### src/rtl/up_reg_bank.sv
// up_reg_bank: local-bus register bank with version, scratch, control, status and W1C interrupt registers
module up_reg_bank #(
    parameter int                G_CPUA   = 30,
    parameter int                G_CPUW   = 32,
    parameter int                NUM_CTRL = 4,
    parameter int                NUM_STAT = 4,
    parameter logic [G_CPUW-1:0] VERSION  = 32'h0001_0000
) (
    input  logic                         clk,
    input  logic                         rst,
    input  logic [G_CPUA-1:0]            upa,
    input  logic                         upen,
    input  logic                         upws,
    input  logic                         uprs,
    input  logic [G_CPUW-1:0]            updi,
    output logic [G_CPUW-1:0]            updo,
    output logic                         uprdy,
    output logic [NUM_CTRL*G_CPUW-1:0]   ctrl_o,
    output logic [NUM_CTRL-1:0]          ctrl_upd,
    input  logic [NUM_STAT*G_CPUW-1:0]   stat_i,
    input  logic [G_CPUW-1:0]            int_evt,
    output logic                         irq
);
    localparam int CW = NUM_CTRL > 1 ? $clog2(NUM_CTRL) : 1;
    localparam int SW = NUM_STAT > 1 ? $clog2(NUM_STAT) : 1;
    typedef enum logic {IDLE, ACK} state_t;
    state_t state, state_nx;
    logic is_ctrl, is_stat, mapped, acc, wr, rd, w1c;
    logic [CW-1:0] ci;
    logic [SW-1:0] si;
    logic [G_CPUW-1:0] rd_mux, rdata, scratch, sticky, mask;
    always_comb begin
        ci       = CW'(upa - G_CPUA'(4));
        si       = SW'(upa - G_CPUA'(16));
        is_ctrl  = upa >= G_CPUA'(4) && upa < G_CPUA'(4 + NUM_CTRL);
        is_stat  = upa >= G_CPUA'(16) && upa < G_CPUA'(16 + NUM_STAT);
        mapped   = upa < G_CPUA'(4) || is_ctrl || is_stat;
        acc      = state == IDLE && upen && (upws || uprs) && mapped;
        wr       = acc && upws;
        rd       = acc && !upws;
        w1c      = wr && upa == G_CPUA'(2);
        state_nx = acc ? ACK : IDLE;
        rd_mux   = upa == G_CPUA'(0) ? VERSION :
                   upa == G_CPUA'(1) ? scratch :
                   upa == G_CPUA'(2) ? sticky  :
                   upa == G_CPUA'(3) ? mask    :
                   is_ctrl ? ctrl_o[ci*G_CPUW +: G_CPUW] :
                   is_stat ? stat_i[si*G_CPUW +: G_CPUW] : '0;
    end
    // ack is gated by rst so a reset landing in the ACK cycle suppresses it immediately
    assign uprdy = state == ACK && !rst;
    assign updo  = uprdy ? rdata : '0;
    always_ff @(posedge clk) begin
        if (rst) begin
            state    <= IDLE;
            rdata    <= '0;
            scratch  <= '0;
            sticky   <= '0;
            mask     <= '0;
            ctrl_o   <= '0;
            ctrl_upd <= '0;
            irq      <= 1'b0;
        end else begin
            state    <= state_nx;
            rdata    <= rd ? rd_mux : '0;
            ctrl_upd <= (wr && is_ctrl) ? NUM_CTRL'(1) << ci : '0;
            sticky   <= (sticky & ~(w1c ? updi : '0)) | int_evt;
            irq      <= |(sticky & mask);
            if (wr && upa == G_CPUA'(1)) scratch <= updi;
            if (wr && upa == G_CPUA'(3)) mask <= updi;
            if (wr && is_ctrl) ctrl_o[ci*G_CPUW +: G_CPUW] <= updi;
        end
    end
endmodule

### config.mk
export PLATFORM = sky130hd
export DESIGN_NAME = up_reg_bank
export DESIGN_NICKNAME = d
export VERILOG_FILES = /design/src/rtl/up_reg_bank.sv
export SDC_FILE = /design/constraint.sdc
export NUM_CORES = 1
export LEC_CHECK = 0
export ABC_CLOCK_PERIOD_IN_PS = 3000
export BUFFER_PORTS_ARGS = -buffer_cell sky130_fd_sc_hd__buf_4
export CORE_MARGIN = 5
export CORE_UTILIZATION = 25
export CTS_BUF_LIST = sky130_fd_sc_hd__clkbuf_8
export DETAILED_ROUTE_END_ITERATION = 8
export HOLD_SLACK_MARGIN = 0.02
export PLACE_DENSITY = 0.43
export SYNTH_ARGS = -nofsm -noshare
export SYNTH_HDL_FRONTEND = slang
export SYNTH_SLANG_ARGS = --single-unit
export TNS_END_PERCENT = 1
### constraint.sdc
create_clock -name clk -period 3 [get_ports clk]
set_input_delay 0.6 -clock clk [delete_from_list [all_inputs] [get_ports clk]]
set_output_delay 0.6 -clock clk [all_outputs]
set_load 0.03 [all_outputs]
Word-level counts from Yosys, hierarchy flattened --
Cells that the tools add are included.
Cells by class: bitwise logic cells 7, reductions and logical operators 22, add/subtract/negate cells 3, shifts and indexed selects 5, eq/ne operators 3, magnitude comparators 5, muxes and demuxes 10
Operator list (count):
- 128-bit by 8-bit indexed part select with 32-bit output | 2
- 32-bit 2-to-1 mux | 7
- 128-bit bitwise mux | 1
- 32-bit by 34-bit variable shift with 128-bit output, first input constant | 1
- 32-bit by 34-bit indexed part select with 128-bit output | 1
- 32-bit bitwise AND | 2
- 30-bit by 2-bit == test with 1-bit output, second input constant | 2
- 7-bit negation with 34-bit output | 1
- 32-bit NOT | 1
- 32-bit OR | 1
- 32-bit OR reduction | 1
- 30-bit by 1-bit == test with 1-bit output, second input constant | 1
- 30-bit by 3-bit >= comparator with 1-bit output, second input constant | 1
- 30-bit by 5-bit >= comparator with 1-bit output, second input constant | 1
- 30-bit logical NOT | 1
- 30-bit by 3-bit < comparator with 1-bit output, second input constant | 1
- 30-bit by 4-bit < comparator with 1-bit output, second input constant | 1
- 30-bit by 5-bit < comparator with 1-bit output, second input constant | 1
- 17-bit 2-to-1 mux | 1
- 1-bit logical AND | 12
- 2-bit OR reduction | 2
- 1-bit by 2-bit left shift with 4-bit output, first input constant | 1
- 2-bit by 1-bit subtractor with 2-bit output, second input constant | 2
- 1-bit logical OR | 3
- 4 further kinds | 7
Storage, ports and cells: word-level logic and storage cells 64, input port bits 227, output and inout bits 166, register bits after elaboration 262

Depth between registers and ports, before layout --
Gate-level depths: netlist of run 1.
depth after elaboration 11, depth in mapped cells 10, gate-level depth less buffers 7

Worst setup path after synthesis of run 1 --
No wires, ideal clock.
path type input to output, start input port rst, end output port updo[22], arrival time 1.776 ns, setup slack 0.624 ns, buffers on the path 2, cell stages on the path 4, required time 2.400 ns, cell sequence clkbuf_1 nor2b_1 clkbuf_1 and2_1
Between the ends: cells in the longest elaborated chain, start to end 3
Ends and longest elaborated chain:
- from (decl) | line 10 | input logic rst,
- 1-bit logical NOT | line 51 | assign uprdy = state == ACK && !rst;
- 1-bit logical AND | line 51
- via uprdy | line 17 | output logic uprdy,
- 32-bit 2-to-1 mux | line 52 | assign updo = uprdy ? rdata : '0;
- to (decl) | line 16 | output logic [G_CPUW-1:0] updo,
The timed path passes the listed nets, and every way through them passes these cells.

Final worst setup path of run 1 --
start register state, end output port updo[16]
Between the ends: cells in the longest elaborated chain, start to end 2
Ends and longest elaborated chain:
- from (decl) | line 27 | state_t state, state_nx;
- from (signal assigned) | line 64 | state <= state_nx;
- 1-bit logical AND | line 51
- 32-bit 2-to-1 mux | line 52
Every way passes these cells.

==> PnR_summary.wiki, run 1 <==
{| class="wikitable"
! Metric !! Value
|-
| F_max || slightly above 400 MHz
|-
| Critical path startpoint category || flip-flop
|-
| Die area || 0.05848 mm2
|-
| Combinational family with the most area after synthesis || simple AND/OR/NAND/NOR gates
|-
| Share of the synthesized netlist area taken by xor and xnor gates || 0%
|-
| Setup Crit Path Kind || flip-flop to primary output
|-
| Total global routing overflow || 0
|-
| Library cell with the largest summed area after synthesis || dfxtp_1
|-
| Sinks on Clock Net || 262
|-
| Post-synthesis sequential area ratio || 39.04%
|-
| Simple-gate share of the synthesized area || 21.61%
|-
| Minimum period implied by the final worst setup slack || 2.452 ns
|-
| Outcome || completed
|-
| All-layer global routing usage || 20.29%
|-
| Average size of a mapped cell || a little over 8 um2
|-
| Proportion of netlist area held by the largest area contributor || 39.04%
|-
| Critical Path RT || between 2 and 2.5 ns
|-
| Antenna viol nets, final || 0
|-
| Area taken by multi-input logic gates || 0.007522 mm2
|-
| Largest stage delay on the critical path || 0.35 ns
|-
| GRT met2 Usage || between 30 and 40%
|-
| Number of buffers inserted during clock tree synthesis || 52
|-
| Post-place instance area || 0.01731 mm2
|-
| Crit path setup slack, layout || 0.5485 ns
|-
| Final cell area excluding filler cells || 0.01836 mm2
|-
| Final layout net count || 2,242
|-
| CTS hold repair buffers || 0
|-
| Vias || approximately 14,000
|-
| Pwr per Cell Area || 444.7 mW/mm2
|-
| Post-route fraction of the period consumed by the critical path || 81.72%
|-
| Leading cell types in the layout, fill and taps excluded || 435 x buf_4, 262 x dfxtp_1, 257 x nand2_1
|-
| Global-route wire length before repair || 91.65 mm
|-
| Main area contributors after synthesis || dfxtp_1 39%, mux2i_1 17%, nand2_1 7.2%
|-
| Delay-heaviest family, CP || simple AND/OR/NAND/NOR gates
|-
| Worst min-delay path class || input pin to flip-flop
|-
| Setup violation total in the final timing report || 0
|-
| Total buffers and inverters traversed by the critical path || 2
|-
| Ratio of routed vias to standard cells || 4.918
|-
| Number of DRC violations after detailed-routing iteration 0 || 865
|-
| Number of register bits inferred by synthesis || 262
|-
| Pre-Repair DR Iteration Count || 5
|-
| Post-detail-place hpwl || 44.42 mm
|-
| Average wire per standard cell || 22.61 um
|-
| Critical-path cell list || nor2b_4, buf_4, and2_1, buf_4
|-
| Master of the slowest instance on the critical path || dfxtp_1
|-
| Max-cap violations || 0
|-
| Boundary Pins || roughly 390
|-
| Post-route clock skew || between 0.015 and 0.02 ns
|-
| Post-synthesis instance total || ~1,600
|-
| Max Root-Sink Buffers || 3
|-
| Master cell of the clock root buffer || clkbuf_8
|-
| Pre-CTS WS || 0.06851 ns
|-
| RSZ-0062 raised after global routing || no
|-
| Fillers || 5,658
|-
| Area grow syn2layout || 36.65%
|-
| Nets in the synthesized netlist || 1,875
|-
| Post-Synth Adder-Cell Area || 0.4656%
|-
| Worst slew margin || about 37%
|-
| H-tree depth || 2
|-
| Yosys warns || 0
|-
| Core area || 0.05350 mm2
|-
| Standard-cell row count || 85
|-
| Global routing met3 resource utilization || 4.483%
|-
| Final WL || 62.08 mm
|-
| Compound-cell area share of the yosys netlist || 16.60%
|-
| Final hold violation count || 0
|-
| Share of layout cells above drive strength 1 || 26.77%
|-
| Most frequent cell on the critical path || buf_4
|-
| Clock transition at the registers of the reported paths || 0.05 ns
|-
| Maximum number of pins on one net before global-route repair || 177
|-
| Worst voltage drop across the vdd grid || 0.0002694 V
|-
| Port bufs || 392
|-
| Number of buffers inserted to repair setup after CTS || 0
|-
| Lkg Pwr || around 7.5 nW
|-
| Synth unique cells || 44
|-
| Fraction of synthesized area in multiplexers || 16.69%
|-
| CTS tree || done
|-
| Maximum fanout count along the critical path || 13
|-
| Post_cts resized || 0
|-
| Placer congestion estimate || 0.7875
|-
| Number of antenna violations at the first check in global routing || 3
|-
| Via count of the first global-routing pass || 13,760
|-
| Peak-usage layer in the global routing report || met2
|-
| Final number of max-transition violations || 0
|-
| Clock insertion delay at the later pin of the skew report || 0.63 ns
|-
| Total area of sequential cells || about 0.0052 mm2
|-
| DRC violations left || 0
|-
| Die Span Y || 241.8 um
|-
| Post-route setup TNS || 0 ns
|-
| Post-route insts no fill || 2,746
|-
| Placed instance count || 2,652
|-
| Synthesized area || 0.01344 mm2
|-
| Nature of the critical path endpoint || primary output
|-
| Slew at the pin closest to its max-slew limit || 0.9520 ns
|-
| Initial core utilization || 25.12%
|-
| Horizontal die dimension || 241.8 um
|-
| Crit path arrival time || 1.85 ns
|-
| Met1 Use GR || 26.31%
|-
| Most frequent standard cell in the layout excluding fill and tap cells || buf_4
|}
Yosys cell counts (all sizes together):
cell type,instances
o22a,1
a311oi,32
and2,129
dfxtp,262
nor3,6
or2,1
or4,2
nor4,16
and4,3
nand2,259
a21oi,158
a221oi,35
mux2i,224
a21boi,1
a2bb2oi,1
nor2,140
o22ai,62
clkbuf,96
and3,1
a311o,1
or3b,1
a22oi,9
inv,37
o21ai,62
nor4b,1
a22o,4
nand3,36
buf,40
nor2b,2
a211o,1
ha,5
nand3b,1
o221ai,1
nor3b,2
nand4,11
path summary, 6_finish.rpt:
path,from,endpoint,slack (ns),cells past startpoint
worst min register to register,scratch[4]$_SDFFE_PP0P_,scratch[4]$_SDFFE_PP0P_,0.45,2
worst max-delay path,state$_SDFF_PP0_,updo[16],0.55,4
worst min-delay path,rst,state$_SDFF_PP0_,0.21,2
worst max register to register,state$_SDFF_PP0_,rdata[31]$_SDFF_PP0_,0.95,6
kinds of logic (layout without fill, tap and decap cells):
kind of cell,after synthesis,after routing
DFF,262,262
and+or+nand+nor,611,611
AOI/OAI and AO/OA,368,368
muxes,224,224
adders and majority gates,5,5
other,0,3
buffers and inverters,173,577
worst register-to-register path, cell delays in order (launching register included):
cell	delay (ns)
dfxtp_1	0.32
nor4b_2	0.21
buf_4	0.18
nand4_1	0.18
a211o_1	0.40
buf_4	0.28
a221oi_1	0.36
sequential cells by signal, indices dropped and copies added (netlist names):
register	count
ctrl_o	128
ctrl_upd	4
irq	1
mask	32
rdata	32
scratch	32
state	1
sticky	32
power by group:
group / total (W) / switching, W / internal (W)
logic: 0.000921 / 0.000519 / 0.000402
registers: 0.00355 / 0.0000392 / 0.00351
clock network: 0.00369 / 0.00166 / 0.00203
total: 0.00816 / 0.00222 / 0.00594
layer usage:
metal | routed length (um) | share of wire (%)
met4 | 1381 | 2.2
met1 | 27630 | 45
met3 | 3545 | 5.7
met5 | 25 | 0.040
met2 | 29500 | 48
layout make-up:
cell class	count	share of cell area, %
Clock buffer	69	5.172
Inverter	37	0.7564
Clock inverter	22	0.5043
Tap cell	696	4.743
Sequential cell	262	28.57
Antenna cell	3	0.04089
Timing Repair Buffer	449	19.24
Multi-Input combinational cell	1208	40.97
stage by stage:
| step | total power (W) | hold slack [ns] | utilization, % |
|---|---|---|---|
| 6_report | 0.008165 | 0.2123 | 34.32 |
| 5_1_grt | 0.008528 | 0.1889 | 34.31 |
| 4_1_cts | 0.008335 | 0.1499 | 34.31 |
| 3_5_place_dp | 0.004554 | 0.4433 | 32.36 |
| 3_3_place_gp | 0.004547 | 0.4376 | 32.36 |
| 2_1_floorplan | 0.004026 | 0.4322 | - |
(Power assumes the default switching activity.)
==> run 2: changes to the inputs <==
Settings changed: ABC_CLOCK_PERIOD_IN_PS 3000 to 2000, PLACE_DENSITY 0.43 to 0.44.
Clock period 3 ns to 2 ns, I/O delays scaled along.
==> run 2 against run 1 <==
  * The flow now finishes with violations (negative setup slack)
  * Sequential power rose by 50%
  * First-iteration DRC count rose by 12%
  * Flip-flop and latch count did not move
  * Design area rose by 7.8%
  * Utilization rose by 2.7 points
  * Via count rose by 2.9%
  * Die area did not move
  * Register-to-register slack got worse by 0.88 ns
  * Wire length fell by 1.5%
  * Largest power group unchanged
  * Critical endpoint is now updo[0]
  * Power rose by 50%
  * Clock skew rose by 0.035 ns
==> PnR_summary.wiki, run 2 (synthesis gave the netlist of run 1 again) <==
{| class="wikitable"
! Metric !! Value
|-
| Max-cap violations || 0 (unchanged)
|-
| Worst hold path cell count || 2 (unchanged)
|-
| Total area of sequential cells || 0.005246 mm2 (was 0.005245 mm2)
|-
| Area grow syn2layout || 47.35% (was 36.65%)
|-
| Worst Min Path Start || updi[0] (was rst)
|-
| Post-detail-place hpwl || 45.31 mm (was 44.42 mm)
|-
| Crit path setup slack, layout || -0.03360 ns (was 0.5485 ns)
|-
| Die Span Y || 241.8 um (unchanged)
|-
| Post-route fraction of the period consumed by the critical path || 101.7%
|-
| Minimum period implied by the final worst setup slack || 2.034 ns
|-
| Area taken by multi-input logic gates || 0.007590 mm2 (was 0.007522 mm2)
|-
| Worst min-delay path class || input pin to flip-flop (unchanged)
|-
| Initial core utilization || 25.12% (unchanged)
|-
| RSZ-0062 raised after global routing || yes (was no)
|-
| Port bufs || 392 (unchanged)
|-
| Max Root-Sink Buffers || 3 (unchanged)
|-
| Via count of the first global-routing pass || 13,900 (was 13,760)
|-
| Pre-CTS WS || -0.4814 ns (was 0.06851 ns)
|-
| Lkg Pwr || 8.173 nW (was 7.485 nW)
|-
| Post-route clock skew || 0.05419 ns (was 0.01920 ns)
|-
| Standard-cell row count || 85 (unchanged)
|-
| Crit path arrival time || 1.63 ns (was 1.85 ns)
|-
| Post-route insts no fill || 2,859 (was 2,746)
|-
| Final hold violation count || 0 (unchanged)
|-
| Clock insertion delay at the later pin of the skew report || 0.63 ns (about the same)
|-
| Leading cell types in the layout, fill and taps excluded || 452 x buf_4, 261 x dfxtp_1, 257 x nand2_1 (was 435 x buf_4, 262 x dfxtp_1, 257 x nand2_1)
|-
| Number of antenna violations at the first check in global routing || 4 (was 3)
|-
| Maximum fanout count along the critical path || 21 (was 13)
|-
| Max reg flops || 128 (unchanged)
|-
| Setup Crit Path Kind || flip-flop to primary output (unchanged)
|-
| Fillers || 5,508 (was 5,658)
|-
| Clock transition at the registers of the reported paths || 0.05 ns (about the same)
|-
| Average wire per standard cell || 21.39 um (was 22.61 um)
|-
| Die area || 0.05848 mm2 (unchanged)
|-
| Boundary Pins || 393 (unchanged)
|-
| Worst voltage drop across the vdd grid || 0.0004315 V (was 0.0002694 V)
|-
| All-layer global routing usage || 19.82% (was 20.29%)
|-
| Worst Hold Endpoint || sticky[0]$_SDFF_PP0_ (was state$_SDFF_PP0_)
|-
| Flop2flop setup slack || 0.07 ns (was 0.95 ns)
|-
| Outcome || finished, violations left (was completed)
|-
| F_max || approximately 490 MHz
|-
| Placer congestion estimate || 0.8368 (was 0.7875)
|-
| Final layout net count || 2,358 (was 2,242)
|-
| Cell count of the worst reg-to-reg path || 7 (was 6)
|-
| DRC violations left || 0 (unchanged)
|-
| Sinks on Clock Net || 262 (unchanged)
|-
| Maximum number of pins on one net before global-route repair || 182 (was 177)
|-
| Horizontal die dimension || 241.8 um (unchanged)
|-
| Critical path startpoint category || flip-flop (unchanged)
|-
| Critical Path RT || 1.60 ns (was 2.40 ns)
|-
| Pwr per Cell Area || 619.6 mW/mm2 (was 444.7 mW/mm2)
|-
| Master cell of the clock root buffer || clkbuf_8 (unchanged)
|-
| Core area || 0.05350 mm2 (unchanged)
|-
| Setup violation total in the final timing report || 30 (was 0)
|-
| Number of DRC violations after detailed-routing iteration 0 || 972 (was 865)
|-
| Post-route worst hold slack || 0.07319 ns (was 0.2123 ns)
|-
| Most frequent standard cell in the layout excluding fill and tap cells || buf_4 (unchanged)
|-
| Pre-Repair DR Iteration Count || 6 (was 5)
|-
| Reg-to-Reg Start || state$_SDFF_PP0_ (unchanged)
|-
| Final number of max-transition violations || 0 (unchanged)
|-
| Number of buffers inserted during clock tree synthesis || 50 (was 52)
|-
| FF-to-FF End || ctrl_o[78]$_SDFFE_PP0P_ (was rdata[31]$_SDFF_PP0_)
|-
| Slew at the pin closest to its max-slew limit || 1.093 ns (was 0.9520 ns)
|-
| Final WL || 61.14 mm (was 62.08 mm)
|-
| Register containing the most flip-flops in the final layout || ctrl_o (unchanged)
|-
| Total global routing overflow || 0 (unchanged)
|-
| Placed instance count || 2,727 (was 2,652)
|-
| Vias || 13,900 (was 13,500)
|-
| Violations in the final reports || negative setup slack
|-
| H-tree depth || 2 (unchanged)
|-
| Antenna viol nets, final || 0 (unchanged)
|-
| Worst slew margin || 27.16% (was 36.53%)
|-
| Share of layout cells above drive strength 1 || 29.49% (was 26.77%)
|-
| CTS tree || done (unchanged)
|-
| Number of buffers inserted to repair setup after CTS || 0 (unchanged)
|-
| Global-route wire length before repair || 90.19 mm (was 91.65 mm)
|-
| Nature of the critical path endpoint || primary output (unchanged)
|-
| Ratio of routed vias to standard cells || 4.862 (was 4.918)
|}
run 2: how the worst max path moves through the flow:
stage,to,slack [ns],cells after the start,from
after global placement,mask[18]$_SDFFE_PP0P_,-0.45,8,upa[29]
after global routing,updo[23],-0.14,4,state$_SDFF_PP0_
after floorplan,scratch[10]$_SDFFE_PP0P_,-0.1,7,upa[13]
final,updo[0],-0.03,4,state$_SDFF_PP0_
after detailed placement,rdata[31]$_SDFF_PP0_,-0.48,9,upa[13]
after CTS,updo[13],-0.12,4,state$_SDFF_PP0_
run 2: metrics by stage:
stage               TNS (ns)  instance area (um2)  utilization (%)  total power [W]
finish               -0.5130                19800            37.01          0.01227
CTS                   -2.803                19770            36.95          0.01248
floorplan             -13.96                13460                -         0.006040
detailed placement    -87.74                18180            33.98         0.006928
global route          -3.857                19790            36.99          0.01282
global placement      -86.71                18180            33.98         0.006916
run 2: repair_timing:
action,in CTS,in global routing
endpoints found under the hold margin,34,0
resized for setup,46,8
pin swaps,11,4
hold buffers,43,0
gates cloned,0,0
setup endpoints to repair,32,123
run 2: area by class of cell:
class,instances,share of cell area [%]
Antenna cell,3,0.03792
Clock buffer,64,4.449
Clock inverter,22,0.6194
Inverter,37,0.7015
Multi-Input combinational cell,1208,38.34
Sequential cell,262,26.50
Tap cell,696,4.399
Timing Repair Buffer,567,24.96
run 2: worst max-delay path, cell delays in order (launching register included):
cell and delay, ns:
dfxtp_2 0.34, nor2b_4 0.20, buf_12 0.17, and2_1 0.18, buf_6 0.14
run 2: where the power goes:
part | internal [W] | leakage [nW] | switching, W
Sequential | 0.00527 | 2.12 | 0.0000582
Combinational | 0.000760 | 5.47 | 0.000797
Clock | 0.00298 | 0.585 | 0.00240
run 2: routing by layer:
| metal | vias to the layer above | share of wire, % | global-route usage, % | wire (um) |
|---|---|---|---|---|
| li1 | 6728 | - | - | - |
| met1 | 6647 | 44 | 25.53 | 26990 |
| met2 | 442 | 48 | 33.94 | 29650 |
| met3 | 78 | 5.1 | 3.975 | 3121 |
| met4 | 6 | 2.2 | 5.354 | 1340 |
| met5 | - | 0.067 | 0 | 41 |
==> run 3: changes to the inputs <==
--- a/config.mk
+++ b/config.mk
@@ -12,4 +12,5 @@
 export CTS_BUF_LIST = sky130_fd_sc_hd__clkbuf_8
 export DETAILED_ROUTE_END_ITERATION = 8
+export GPL_TIMING_DRIVEN = 0
 export HOLD_SLACK_MARGIN = 0.02
 export PLACE_DENSITY = 0.44
==> constraint.sdc (replaced) <==
create_clock -name clk -period 2 [get_ports clk]
set_input_delay 0.3 -clock clk [delete_from_list [all_inputs] [get_ports clk]]
set_output_delay 0.3 -clock clk [all_outputs]
set_load 0.03 [all_outputs]
==> run 3 against run 2 <==
  * The run still ends with negative setup slack left
  * Critical endpoint is now updo[8]
  * Global-route usage grew 3.1 points
  * Sequential share of layout area is essentially flat
  * Setup slack lost 0.066 ns
  * Clock power shrank 3%
  * Utilization grew 0.051 points
  * Maximum frequency shrank 3.1%
  * Register-to-register slack lost 0.04 ns
  * Combinational power grew 3%
==> PnR_summary.wiki, run 3 (synthesis gave the netlist of run 1 again) <==
{| class="wikitable"
! Metric !! Value
|-
| Outcome || finished, violations left (unchanged)
|-
| Violations in the final reports || negative setup slack (unchanged)
|-
| Minimum period implied by the final worst setup slack || 2.099 ns (was 2.034 ns)
|-
| Crit path arrival time || 1.80 ns (was 1.63 ns)
|-
| Via count of the first global-routing pass || 14,650 (was 13,900)
|-
| Area grow syn2layout || 47.56% (was 47.35%)
|-
| Antenna viol nets, final || 0 (unchanged)
|-
| Average wire per standard cell || 24.26 um (was 21.39 um)
|-
| Final layout net count || 2,406 (was 2,358)
|-
| Worst slew margin || 22.50% (was 27.16%)
|-
| All-layer global routing usage || 22.87% (was 19.82%)
|-
| H-tree depth || 2 (unchanged)
|-
| Final number of max-transition violations || 0 (unchanged)
|-
| Pre-Repair DR Iteration Count || 5 (was 6)
|-
| Max-cap violations || 0 (unchanged)
|-
| Largest stage delay on the critical path || 0.35 ns (was 0.34 ns)
|-
| Register containing the most flip-flops in the final layout || ctrl_o (unchanged)
|-
| Final hold violation count || 0 (unchanged)
|-
| Standard-cell row count || 85 (unchanged)
|-
| Initial core utilization || 25.12% (unchanged)
|-
| Crit path setup slack, layout || -0.09941 ns (was -0.03360 ns)
|-
| Final Core Density || 37.06% (was 37.01%)
|-
| DRC violations left || 0 (unchanged)
|-
| Number of antenna violations at the first check in global routing || 2 (was 4)
|-
| Placer congestion estimate || 0.8961 (was 0.8368)
|-
| Master cell of the clock root buffer || clkbuf_8 (unchanged)
|-
| Worst min-delay path class || input pin to flip-flop (unchanged)
|-
| CTS tree || done (unchanged)
|-
| Worst voltage drop across the vdd grid || 0.0003796 V (was 0.0004315 V)
|-
| Sinks on Clock Net || 262 (unchanged)
|-
| Setup violation total in the final timing report || 41 (was 30)
|-
| Max reg flops || 128 (unchanged)
|-
| RSZ-0062 raised after global routing || yes (unchanged)
|-
| Leading cell types in the layout, fill and taps excluded || 387 x buf_4, 261 x dfxtp_1, 256 x nand2_1 (was 452 x buf_4, 261 x dfxtp_1, 257 x nand2_1)
|-
| Clock transition at the registers of the reported paths || 0.06 ns (was 0.05 ns)
|-
| Critical path startpoint category || flip-flop (unchanged)
|-
| Maximum number of pins on one net before global-route repair || 14 (was 182)
|-
| Horizontal die dimension || 241.8 um (unchanged)
|-
| Core area || 0.05350 mm2 (unchanged)
|-
| Boundary Pins || 393 (unchanged)
|-
| Most frequent standard cell in the layout excluding fill and tap cells || buf_4 (unchanged)
|-
| Nature of the critical path endpoint || primary output (unchanged)
|-
| Post-route fraction of the period consumed by the critical path || 105.0% (was 101.7%)
|-
| Global-route wire length before repair || 101.4 mm (was 90.19 mm)
|-
| Pwr per Cell Area || 613.8 mW/mm2 (was 619.6 mW/mm2)
|-
| Lkg Pwr || 8.130 nW (was 8.173 nW)
|-
| Slew at the pin closest to its max-slew limit || 1.163 ns (was 1.093 ns)
|-
| Post-route clock skew || 0.03308 ns (was 0.05419 ns)
|-
| Total global routing overflow || 0 (unchanged)
|-
| Setup Crit Path Kind || flip-flop to primary output (unchanged)
|-
| Critical-path cell list || nor2b_4, buf_12, clkbuf_16, and2_4, buf_6 (was nor2b_4, buf_12, and2_1, buf_6)
|-
| Port bufs || 391 (was 392)
|-
| Vias || 14,550 (was 13,900)
|-
| Max Root-Sink Buffers || 3 (unchanged)
|-
| F_max || 476.3 MHz (was 491.7 MHz)
|-
| Share of layout cells above drive strength 1 || 28.38% (was 29.49%)
|-
| Ratio of routed vias to standard cells || 4.997 (was 4.862)
|-
| Number of DRC violations after detailed-routing iteration 0 || 1,058 (was 972)
|-
| Maximum fanout count along the critical path || 10 (was 21)
|-
| Final WL || 70.64 mm (was 61.14 mm)
|-
| Master of the slowest instance on the critical path || dfxtp_2 (unchanged)
|-
| Die Span Y || 241.8 um (unchanged)
|-
| Number of buffers inserted during clock tree synthesis || 50 (unchanged)
|-
| Post-route setup TNS || -2.104 ns (was -0.5130 ns)
|-
| Clock insertion delay at the later pin of the skew report || 0.65 ns (was 0.63 ns)
|-
| Post-detail-place hpwl || 53.99 mm (was 45.31 mm)
|-
| Die area || 0.05848 mm2 (unchanged)
|-
| Critical Path RT || 1.70 ns (was 1.60 ns)
|}
[run 3: changes by cell type in the layout (fill, tap and decap cells not counted), sizes merged]
cell	delta
dlygate4sd3	+24
buf	-66
clkbuf	+84
clkdlybuf4s15	+2
clkinv	+2
bufinv	-1
inv	+8
[run 3: worst max-delay path, delay by kind of cell (launching register included)]
| family | cells | cell delay (ns) |
|---|---|---|
| buffers and inverters | 3 | 0.46 |
| DFF | 1 | 0.35 |
| and+or+nand+nor | 2 | 0.33 |
[run 3: final timing paths]
check / cells past startpoint / slack (ns) / startpoint / to
worst min register to register: 2 / 0.45 / scratch[8]$_SDFFE_PP0P_ / scratch[8]$_SDFFE_PP0P_
worst max-delay path: 5 / -0.1 / state$_SDFF_PP0_ / updo[8]
worst max register to register: 8 / 0.03 / state$_SDFF_PP0_ / ctrl_o[115]$_SDFFE_PP0P_
worst min-delay path: 3 / 0.12 / upa[1] / ctrl_upd[3]$_SDFF_PP0_
[run 3: layout make-up]
| class | instances | area [um2] |
|---|---|---|
| inverter | 37 | 138.9 |
| clock buffer | 60 | 825.8 |
| tap | 696 | 870.8 |
| timing repair buffer | 482 | 3979 |
| buffer | 133 | 892.1 |
| antenna | 3 | 7.507 |
| multi-input combinational | 1208 | 7735 |
| fill | 5651 | 33670 |
| sequential | 262 | 5246 |
| clock inverter | 31 | 130.1 |
[run 3: metrics by stage]
stage	hold slack, ns	worst slack (ns)	cells	total power [W]	cell area, um2
5_1_grt	0.1408	-0.1548	2910	0.01262	19820
2_1_floorplan	0.3785	-0.01690	1643	0.006039	13440
4_1_cts	0.07627	-0.1168	2899	0.01225	19540
6_report	0.1241	-0.09941	2912	0.01217	19830
3_5_place_dp	0.4461	-1.395	2730	0.006890	17260
3_3_place_gp	0.4373	-1.490	2730	0.006870	17240
[run 3: power by group]
part           leakage [nW]  internal (W)  total (W)  switching [W]
combinational          5.42      0.000698    0.00161       0.000910
clock                 0.591       0.00271    0.00523        0.00252
sequential             2.12       0.00527    0.00533      0.0000623
total                  8.13       0.00867     0.0122        0.00350
[run 3: metal layers]
metal,GRT usage (%),vias to the layer above,share of wire [%]
met5,0,-,0
met4,5.203,0,2.0
met3,4.042,75,5.7
met2,39.16,513,48
met1,30.21,7109,44
li1,-,6855,-
[run 3: timing repair]
| action | in CTS | in global routing |
|---|---|---|
| pin swaps | 31 | 10 |
| setup endpoints to repair | 291 | 278 |
| gates resized for setup | 163 | 71 |
| hold endpoints to repair | 131 | 0 |
| buffers inserted | 14 | 9 |
| gates cloned | 0 | 1 |
| hold buffers | 67 | 0 |
